**config.mk**
```make
export PLATFORM = sky130hd
export DESIGN_NAME = alu_muldiv_seq_flat
export DESIGN_NICKNAME = d
export VERILOG_FILES = /design/src/rtl/alu_muldiv_seq_pkg.sv /design/src/rtl/alu_muldiv_seq_if.sv /design/src/rtl/alu_muldiv_seq_alu.sv /design/src/rtl/alu_muldiv_seq.sv /design/src/flat_wrapper.sv
export SDC_FILE = /design/constraint.sdc
export NUM_CORES = 1
export LEC_CHECK = 0
export BUFFER_PORTS_ARGS = -buffer_cell sky130_fd_sc_hd__buf_4
export CORE_MARGIN = 2
export CORE_UTILIZATION = 61
export DETAILED_ROUTE_END_ITERATION = 10
export PLACE_DENSITY = 0.86
export SLEW_MARGIN = 30
export SYNTH_ARGS = -nofsm -noshare
export SYNTH_HDL_FRONTEND = slang
export SYNTH_SLANG_ARGS = --single-unit
```
**constraint.sdc**
```tcl
create_clock -name clk -period 6.35 [get_ports clk]
set_clock_uncertainty 0.15 [all_clocks]
set_input_delay 0.3175 -clock clk [delete_from_list [all_inputs] [get_ports clk]]
set_output_delay 0.3175 -clock clk [all_outputs]
set_load 0.02 [all_outputs]
```
**src/rtl/alu_muldiv_seq_pkg.sv**
```systemverilog
// Shared encodings for the HI/LO multiply/divide sequencer and the core ALU.
package muldiv_pkg;

  // Request operation encodings
  localparam logic OP_MULTU = 1'b0;
  localparam logic OP_DIVU  = 1'b1;

  // ALU opSel codes, shared with the core's control unit
  localparam logic [3:0] ALU_ADD = 4'b0000;
  localparam logic [3:0] ALU_SUB = 4'b0001;

  // Sequencer states
  typedef enum logic [1:0] {
    ST_IDLE = 2'b00,
    ST_RUN  = 2'b01,
    ST_DONE = 2'b10
  } state_t;

endpackage

```
**src/rtl/alu_muldiv_seq_if.sv**
```systemverilog
// Request/result bundle between the control unit (master) and the sequencer (slave).
interface alu_muldiv_seq_if #(parameter int data_width = 32);

  logic                  start;
  logic                  op;
  logic [data_width-1:0] operand1;
  logic [data_width-1:0] operand2;
  logic                  busy;
  logic                  done;
  logic [data_width-1:0] hi;
  logic [data_width-1:0] lo;
  logic                  divByZero;

  modport master (
    output start, op, operand1, operand2,
    input  busy, done, hi, lo, divByZero
  );

  modport slave (
    input  start, op, operand1, operand2,
    output busy, done, hi, lo, divByZero
  );

endinterface

```
**src/rtl/alu_muldiv_seq_alu.sv**
```systemverilog
// Core ALU (ADD/SUB subset used by the multiply/divide sequencer).
module ALU
  import muldiv_pkg::*;
#(
  parameter int data_width = 32
) (
  input  logic [data_width-1:0] operand1,
  input  logic [data_width-1:0] operand2,
  input  logic [3:0]            opSel,
  output logic [data_width-1:0] result,
  output logic                  zero
);

  // Arithmetic result selected by opSel; unknown codes produce zero.
  always_comb begin
    case (opSel)
      ALU_ADD: result = operand1 + operand2;
      ALU_SUB: result = operand1 - operand2;
      default: result = {data_width{1'b0}};
    endcase
  end

  assign zero = (result == {data_width{1'b0}});

endmodule

```
**src/rtl/alu_muldiv_seq.sv**
```systemverilog
// Multi-cycle unsigned MULTU/DIVU sequencer producing HI/LO.
// Shift-add multiply / restoring divide, one bit per cycle over a private ALU.
// Optional feature macro: ALU_MULDIV_DIV_EN (divide datapath present when defined).
module alu_muldiv_seq
  import muldiv_pkg::*;
#(
  parameter int data_width = 32
) (
  input logic               clk,
  input logic               rst_n,
  alu_muldiv_seq_if.slave   bus
);

  localparam int CNT_W = $clog2(data_width) + 1;
  localparam logic [CNT_W-1:0] CNT_ONE  = {{(CNT_W-1){1'b0}}, 1'b1};
  localparam logic [CNT_W-1:0] CNT_LAST = CNT_W'(data_width - 1);

  state_t                state_r;
  logic                  busy_r;
  logic                  done_r;
  logic                  dbz_r;
  logic [data_width-1:0] hi_r;
  logic [data_width-1:0] lo_r;
  logic [CNT_W-1:0]      cnt_r;
  logic                  op_r;
  logic [data_width-1:0] opnd2_r;

  logic [3:0]            alu_sel_s;
  logic [data_width-1:0] alu_a_s;
  logic [data_width-1:0] alu_res_s;
  logic                  alu_zero_unused_s;
  logic                  carry_s;
  logic [data_width-1:0] hi_next_s;
  logic [data_width-1:0] lo_next_s;
`ifdef ALU_MULDIV_DIV_EN
  logic [data_width:0]   rem_s;
`endif

  ALU #(.data_width(data_width)) u_alu (
    .operand1 (alu_a_s),
    .operand2 (opnd2_r),
    .opSel    (alu_sel_s),
    .result   (alu_res_s),
    .zero     (alu_zero_unused_s)
  );

`ifdef ALU_MULDIV_DIV_EN
  // ALU operand/op mux: divide subtracts from the left-shifted remainder.
  always_comb begin
    if (op_r == OP_DIVU) begin
      alu_sel_s = ALU_SUB;
      alu_a_s   = {hi_r[data_width-2:0], lo_r[data_width-1]};
    end else begin
      alu_sel_s = ALU_ADD;
      alu_a_s   = hi_r;
    end
  end
`else
  assign alu_sel_s = ALU_ADD;
  assign alu_a_s   = hi_r;
`endif

  // Next HI/LO for one iteration of the active operation.
  always_comb begin
    hi_next_s = hi_r;
    lo_next_s = lo_r;
    carry_s   = (alu_res_s < hi_r);
`ifdef ALU_MULDIV_DIV_EN
    rem_s     = {hi_r, lo_r[data_width-1]};
`endif
    if (op_r == OP_MULTU) begin
      if (lo_r[0]) begin
        hi_next_s = {carry_s, alu_res_s[data_width-1:1]};
        lo_next_s = {alu_res_s[0], lo_r[data_width-1:1]};
      end else begin
        hi_next_s = {1'b0, hi_r[data_width-1:1]};
        lo_next_s = {hi_r[0], lo_r[data_width-1:1]};
      end
    end else begin
`ifdef ALU_MULDIV_DIV_EN
      // 33-bit compare: the shifted-out remainder bit forces a subtract.
      if (rem_s >= {1'b0, opnd2_r}) begin
        hi_next_s = alu_res_s;
        lo_next_s = {lo_r[data_width-2:0], 1'b1};
      end else begin
        hi_next_s = rem_s[data_width-1:0];
        lo_next_s = {lo_r[data_width-2:0], 1'b0};
      end
`else
      hi_next_s = hi_r;
      lo_next_s = lo_r;
`endif
    end
  end

  // Sequencer FSM with registered status and result outputs.
  always_ff @(posedge clk or negedge rst_n) begin
    if (!rst_n) begin
      state_r <= ST_IDLE;
      busy_r  <= 1'b0;
      done_r  <= 1'b0;
      dbz_r   <= 1'b0;
      hi_r    <= {data_width{1'b0}};
      lo_r    <= {data_width{1'b0}};
      cnt_r   <= {CNT_W{1'b0}};
      op_r    <= OP_MULTU;
      opnd2_r <= {data_width{1'b0}};
    end else begin
      case (state_r)
        ST_IDLE, ST_DONE: begin
          done_r <= 1'b0;
          if (bus.start) begin
            op_r    <= bus.op;
            opnd2_r <= bus.operand2;
            cnt_r   <= {CNT_W{1'b0}};
            dbz_r   <= 1'b0;
            if (bus.op == OP_DIVU) begin
`ifdef ALU_MULDIV_DIV_EN
              if (bus.operand2 == {data_width{1'b0}}) begin
                hi_r    <= bus.operand1;
                lo_r    <= {data_width{1'b1}};
                dbz_r   <= 1'b1;
                done_r  <= 1'b1;
                state_r <= ST_DONE;
              end else begin
                hi_r    <= {data_width{1'b0}};
                lo_r    <= bus.operand1;
                busy_r  <= 1'b1;
                state_r <= ST_RUN;
              end
`else
              // No divider: complete immediately so the requester never stalls.
              hi_r    <= {data_width{1'b0}};
              lo_r    <= {data_width{1'b0}};
              done_r  <= 1'b1;
              state_r <= ST_DONE;
`endif
            end else begin
              hi_r    <= {data_width{1'b0}};
              lo_r    <= bus.operand1;
              busy_r  <= 1'b1;
              state_r <= ST_RUN;
            end
          end else begin
            state_r <= ST_IDLE;
          end
        end
        ST_RUN: begin
          hi_r  <= hi_next_s;
          lo_r  <= lo_next_s;
          cnt_r <= cnt_r + CNT_ONE;
          if (cnt_r == CNT_LAST) begin
            busy_r  <= 1'b0;
            done_r  <= 1'b1;
            state_r <= ST_DONE;
          end else begin
            state_r <= ST_RUN;
          end
        end
        default: begin
          busy_r  <= 1'b0;
          done_r  <= 1'b0;
          state_r <= ST_IDLE;
        end
      endcase
    end
  end

  assign bus.busy      = busy_r;
  assign bus.done      = done_r;
  assign bus.hi        = hi_r;
  assign bus.lo        = lo_r;
  assign bus.divByZero = dbz_r;

endmodule

```
**src/flat_wrapper.sv**
```systemverilog
// flat-port wrapper written by rule: the top's interface ports become plain ports
module alu_muldiv_seq_flat import muldiv_pkg::*;
#(
  parameter int data_width = 32
)
  (clk, rst_n, bus_start, bus_op, bus_operand1, bus_operand2, bus_busy, bus_done, bus_hi, bus_lo, bus_divByZero);
  alu_muldiv_seq_if #(.data_width(data_width)) bus_i ();
  input logic clk;
  input logic rst_n;
  input wire logic [$bits(bus_i.start)-1:0] bus_start;
  input wire logic [$bits(bus_i.op)-1:0] bus_op;
  input wire logic [$bits(bus_i.operand1)-1:0] bus_operand1;
  input wire logic [$bits(bus_i.operand2)-1:0] bus_operand2;
  output wire logic [$bits(bus_i.busy)-1:0] bus_busy;
  output wire logic [$bits(bus_i.done)-1:0] bus_done;
  output wire logic [$bits(bus_i.hi)-1:0] bus_hi;
  output wire logic [$bits(bus_i.lo)-1:0] bus_lo;
  output wire logic [$bits(bus_i.divByZero)-1:0] bus_divByZero;
  assign bus_i.start = bus_start;
  assign bus_i.op = bus_op;
  assign bus_i.operand1 = bus_operand1;
  assign bus_i.operand2 = bus_operand2;
  assign bus_busy = bus_i.busy;
  assign bus_done = bus_i.done;
  assign bus_hi = bus_i.hi;
  assign bus_lo = bus_i.lo;
  assign bus_divByZero = bus_i.divByZero;
  alu_muldiv_seq #(.data_width(data_width)) u_core (.clk(clk), .rst_n(rst_n), .bus(bus_i));
endmodule
```
Word level (Yosys, flattened, before mapping)
Cells that the tools add are included.

word-level totals
  logic and storage cells = 48
  output and inout port bits = 67
  register bits = 107

operators by class
  reductions and logical operators = 7
  add/sub/neg operators = 2
  mux-type cells = 23
  equality and inequality tests = 7
  magnitude comparators = 1

operator list
  cell                                                              count
  32-bit two-way mux                                                7
  32-bit case mux with 2 select lines                               2
  32-bit adder                                                      1
  32-bit < comparator                                               1
  6-bit case mux with 2 select lines                                1
  6-bit by 1-bit adder with 6-bit output (second input constant)    1
  6-bit by 5-bit == test with 1-bit output (second input constant)  1
  1-bit two-way mux                                                 6
  2-bit two-way mux                                                 3
  6-bit two-way mux                                                 1
  2-bit != test (second input constant)                             3
  3-bit AND reduction                                               2
  1-bit case mux with 2 select lines                                2
  2-bit case mux with 2 select lines                                1
  2-bit AND reduction                                               2
  2-bit by 1-bit == test with 1-bit output (second input constant)  1
  2-bit == test (second input constant)                             1
  2-bit logical NOT                                                 1
  2-bit by 1-bit != test with 1-bit output (second input constant)  1
  2-bit nonzero test                                                1
  2-bit OR reduction                                                1

Longest topological paths before layout
  depth after elaboration = 5
  mapped depth = 18
  depth with buffers taken out = 18

Cells and area by module
From an unflattened synthesis, not the netlist that was laid out.

second synthesis, totals
  cells, all modules = 1112
  area, all modules = 8513.2 µm²

by module, submodules not included
  module          sequential area each (µm²)  instances  area an instance (µm²)  cells an instance
  alu_muldiv_seq  2677.6                      1          5499.0                  654
  ALU             0.0                         1          3014.1                  458

Worst setup path after synthesis
No wires, ideal clock.

  kind = register -> register
  start = reg u_core.hi_r[0] (netlist: u_core.bus.hi[0])
  end = reg u_core.hi_r[31] (netlist: u_core.bus.hi[31])
  data arrival time = 3.495 ns
  library setup time = 0.067 ns
  stages on the path, launching flop included = 18
  period minus slack after synthesis = 3.712 ns
  data required time = 6.133 ns
  path buffers = 0
  setup slack = 2.638 ns
  cell sequence = dfrtp_1 -> ha_1 -> inv_1 -> fa_1 -> and2b_1 -> o2111ai_1 -> a21oi_2 -> a41oi_2 -> o211ai_4 -> a21o_2 -> xor2_1 -> ha_1 -> a21oi_1 -> nor2b_1 -> o21ai_0 -> nand2b_1 -> a211oi_1 -> a221o_1

between the ends
  word-level cells in the longest chain between the ends = 5

ends and longest elaborated chain
  element                                RTL line                  RTL
  start, declared                        alu_muldiv_seq.sv:22      logic [data_width-1:0] hi_r;
  start signal, assigned                 alu_muldiv_seq.sv:103     hi_r <= {data_width{1'b0}};
  start signal, assigned                 alu_muldiv_seq.sv:133     hi_r <= {data_width{1'b0}};
  start signal, assigned                 alu_muldiv_seq.sv:139     hi_r <= {data_width{1'b0}};
  32-bit adder                           alu_muldiv_seq_alu.sv:17  ALU_ADD: result = operand1 + operand2;
  32-bit < comparator *                  alu_muldiv_seq.sv:67      carry_s = (alu_res_s < hi_r);
  32-bit two-way mux *                   alu_muldiv_seq.sv:72      if (lo_r[0]) begin
  32-bit two-way mux *                   alu_muldiv_seq.sv:71      if (op_r == OP_MULTU) begin
  32-bit case mux with 2 select lines *  alu_muldiv_seq.sv:109     case (state_r)

Every way passes the cells marked *; elsewhere a longest branch is shown, timed or not. The select of a mux whose other input is x is not followed.
A chain may end at the register's enable or synchronous reset.

Worst setup path after layout
Same ends and word-level chain as after synthesis.

==> flow_summary.json <==
{
  "status": "finished with violations",
  "violations": "DRC",
  "setup_viol": 0,
  "ys_types": 58,
  "cp-start-kind": "flop",
  "gr-total-overflow": 0,
  "diodes": 0,
  "start_util": 0.631,
  "port_buffers": 133,
  "synth_top_area_frac": 0.369,
  "die_area_um2": 12800,
  "max_cap_viol_count": 0,
  "synth.cell_area_um2": 7260,
  "gp_congestion": 0.971,
  "wl_per_cell_um": 16.6,
  "grt_usage": 0.306,
  "nets": 1124,
  "worstSetupPathType": "flop to flop",
  "cts-root-buf": "clkbuf_16",
  "wirelength_um": 18900,
  "maxSlewHeadroom": 0.496,
  "numCtsBuffers": 9,
  "rows": 39,
  "coreArea_um2": 11500,
  "yosys-top-cells-count": "nand2_1 (167), dfrtp_1 (107), a21oi_1 (80)",
  "min_period_over_period": 0.625,
  "max_freq_mhz": 252,
  "synth_ff_type": "dfrtp_1",
  "drv_slew": 0,
  "rrSetupSlack_ns": 2.38,
  "holdCritPathClass": "primary input to flop",
  "fill_cells": 834,
  "hold_viol": 0,
  "min_period_ns": 3.97,
  "cts_max_level": 3,
  "io_pins": 135,
  "crit_arrival_ns": 4.12,
  "cp-end-kind": "flop",
  "synth_most_common_cell": "nand2_1",
  "avgSynthCellArea_um2": 8.44,
  "grt_start_max_net_pins": 77,
  "async_reset_ff_frac": 1.00,
  "drtIter0Drc": 388,
  "worst_pin_slew_ns": 0.755,
  "first_global_vias": 6593,
  "path_clk_slew_ns": 0.07,
  "crit_fanout": 5,
  "finalSetupTns_ns": 0,
  "drive_above_1_share": 0.176,
  "cts_sinks": 107,
  "synth_edf_count": 0,
  "syn-num-nets": 994,
  "required_ns": 6.50,
  "ir_worst_vdd_mv": 0.296,
  "area_growth_syn_to_layout_pct": 23.2,
  "grt_pass1_wl_um": 31900,
  "yosysWarnings": 0,
  "clock_latency_ns": 0.36,
  "die_h_um": 113,
  "synth.ff_latch_count": 107,
  "antenna_found_initial": 0,
  "cts_max_path_buffers": 2,
  "power_density_nw_per_um2": 565,
  "drc_errors": 6,
  "finalInstanceArea_um2": 8950,
  "ys_top_cells_by_area": "dfrtp_1 (37%), ha_1 (11%), nand2_1 (8.6%), a21oi_1 (5.5%), o21ai_0 (5.0%)",
  "ctsResizeCount": 0,
  "grt_setup_unrepaired": "no",
  "p_leak_nw": 4.62,
  "placed_area_um2": 8320,
  "antenna_left": 0,
  "drt-vias-per-instance": 5.88,
  "synth_cells": 861,
  "synth_area_leader_cell": "dfrtp_1",
  "seq_area_frac_synth": 0.369,
  "vias": 6692,
  "first_pass_iters": 8,
  "place.detailed.hpwl_um": 13200,
  "dieWidth_um": 113,
  "cts_tree": "built"
}
## cells by family after synthesis
group | Yosys count | share of synthesized area
AOI/OAI and AO/OA | 242 | 0.208
buffers and inverters | 88 | 0.0498
DFF | 107 | 0.369
other | 1 | 0.000516
xor gates and xnor gates | 30 | 0.0362
muxes | 29 | 0.0400
and+or+nand+nor | 299 | 0.184
adders and majority gates | 65 | 0.113
## where the power goes
part / total, mW / leakage [nW] / switching (mW) / internal, mW
clock network: 0.653 / 0.165 / 0.264 / 0.389
registers: 1.25 / 1.38 / 0.299 / 0.948
logic: 3.15 / 3.08 / 1.85 / 1.30
## worst max-delay path, stage by stage, from the launching register on
cell	delay [ns]
dfrtp_1	0.42
ha_1	0.24
inv_1	0.07
fa_1	0.41
and2b_1	0.23
o2111ai_1	0.16
a21oi_2	0.28
a41oi_2	0.25
o211ai_4	0.28
a21o_2	0.17
xor2_1	0.20
ha_1	0.28
a21oi_1	0.12
nor2b_1	0.05
o21ai_0	0.14
nand2b_1	0.08
a211oi_1	0.22
a221o_1	0.16
## cell usage in the layout (no fill, tap or decap), types with 2 or more instances in the layout
cell type and instances:
nand4_1 10, mux2i_1 29, o211a_1 2, dfrtp_1 106, inv_1 42, o2111ai_1 4
or2_2 2, a21o_1 32, o22ai_1 7, clkbuf_1 2, nor2_1 30, o211ai_1 4
xor2_1 11, inv_6 2, buf_16 2, clkbuf_16 9, ha_1 64, a31oi_1 5
a221o_1 2, bufinv_16 3, nor2b_1 4, o21bai_1 4, a211oi_1 6, buf_4 137
a21oi_1 80, o32ai_1 2, o31ai_1 2, and3_1 33, dlygate4sd3_1 25, nand2_1 167
xnor2_1 19, a31oi_4 2, o21ai_0 73, nand3_1 29, a31o_2 3, nor3_1 8
nand2b_1 5, o21ai_1 2
## final cells by class
cell class | instances | area, um^2 | share of cell area
multi-input cells | 666 | 4250 | 0.474
flip-flops and latches | 107 | 2680 | 0.300
repair buffers | 165 | 1350 | 0.150
clock buffers | 11 | 233 | 0.0260
well taps | 143 | 179 | 0.0200
inverters | 42 | 158 | 0.0176
clock inverters | 5 | 108 | 0.0120
## routing by layer
metal	global-route usage	up-vias	wire length [um]
met4	0.0642	0	233
li1	-	3279	-
met3	0.0836	22	1330
met5	0	-	0
met2	0.517	219	9210
met1	0.397	3172	8110
## repair_timing
action	CTS	global route
hold buffers	25	0
hold endpoints to repair	55	0
buffers inserted	0	0
## final timing paths
check                              startpoint            endpoint  cells past startpoint
setup / recovery             u_core.bus.hi[0]   u_core.bus.hi[31]                     17
hold / removal                bus_operand2[2]   u_core.opnd2_r[2]                      3
hold reg to reg            u_core.opnd2_r[29]  u_core.opnd2_r[29]                      2
setup reg to reg             u_core.bus.hi[0]   u_core.bus.hi[31]                     17
max in group asynchronous               rst_n    u_core.bus.lo[0]                      3
min in group asynchronous               rst_n  u_core.opnd2_r[12]                      2
## state kept, by name, summed over array words and instances (netlist names)
signal	cells
u_core.bus.busy	1
u_core.bus.done	1
u_core.bus.hi	32
u_core.bus.lo	32
u_core.cnt_r	6
u_core.op_r	1
u_core.opnd2_r	32
u_core.state_r	2
## stage by stage
stage | utilization | cells | power (mW) | worst slack (ns) | hold slack [ns]
floorplan | - | 861 | 3.45 | 2.64 | -0.128
global placement | 0.720 | 1096 | 4.23 | 2.55 | 0.120
detailed placement | 0.723 | 1097 | 4.33 | 2.44 | 0.116
CTS | 0.774 | 1138 | 5.02 | 2.39 | 0.00178
global route | 0.777 | 1139 | 5.50 | 2.07 | 0.00830
finish | 0.777 | 1139 | 5.05 | 2.38 | 0.00754
(Power assumes the default switching activity.)
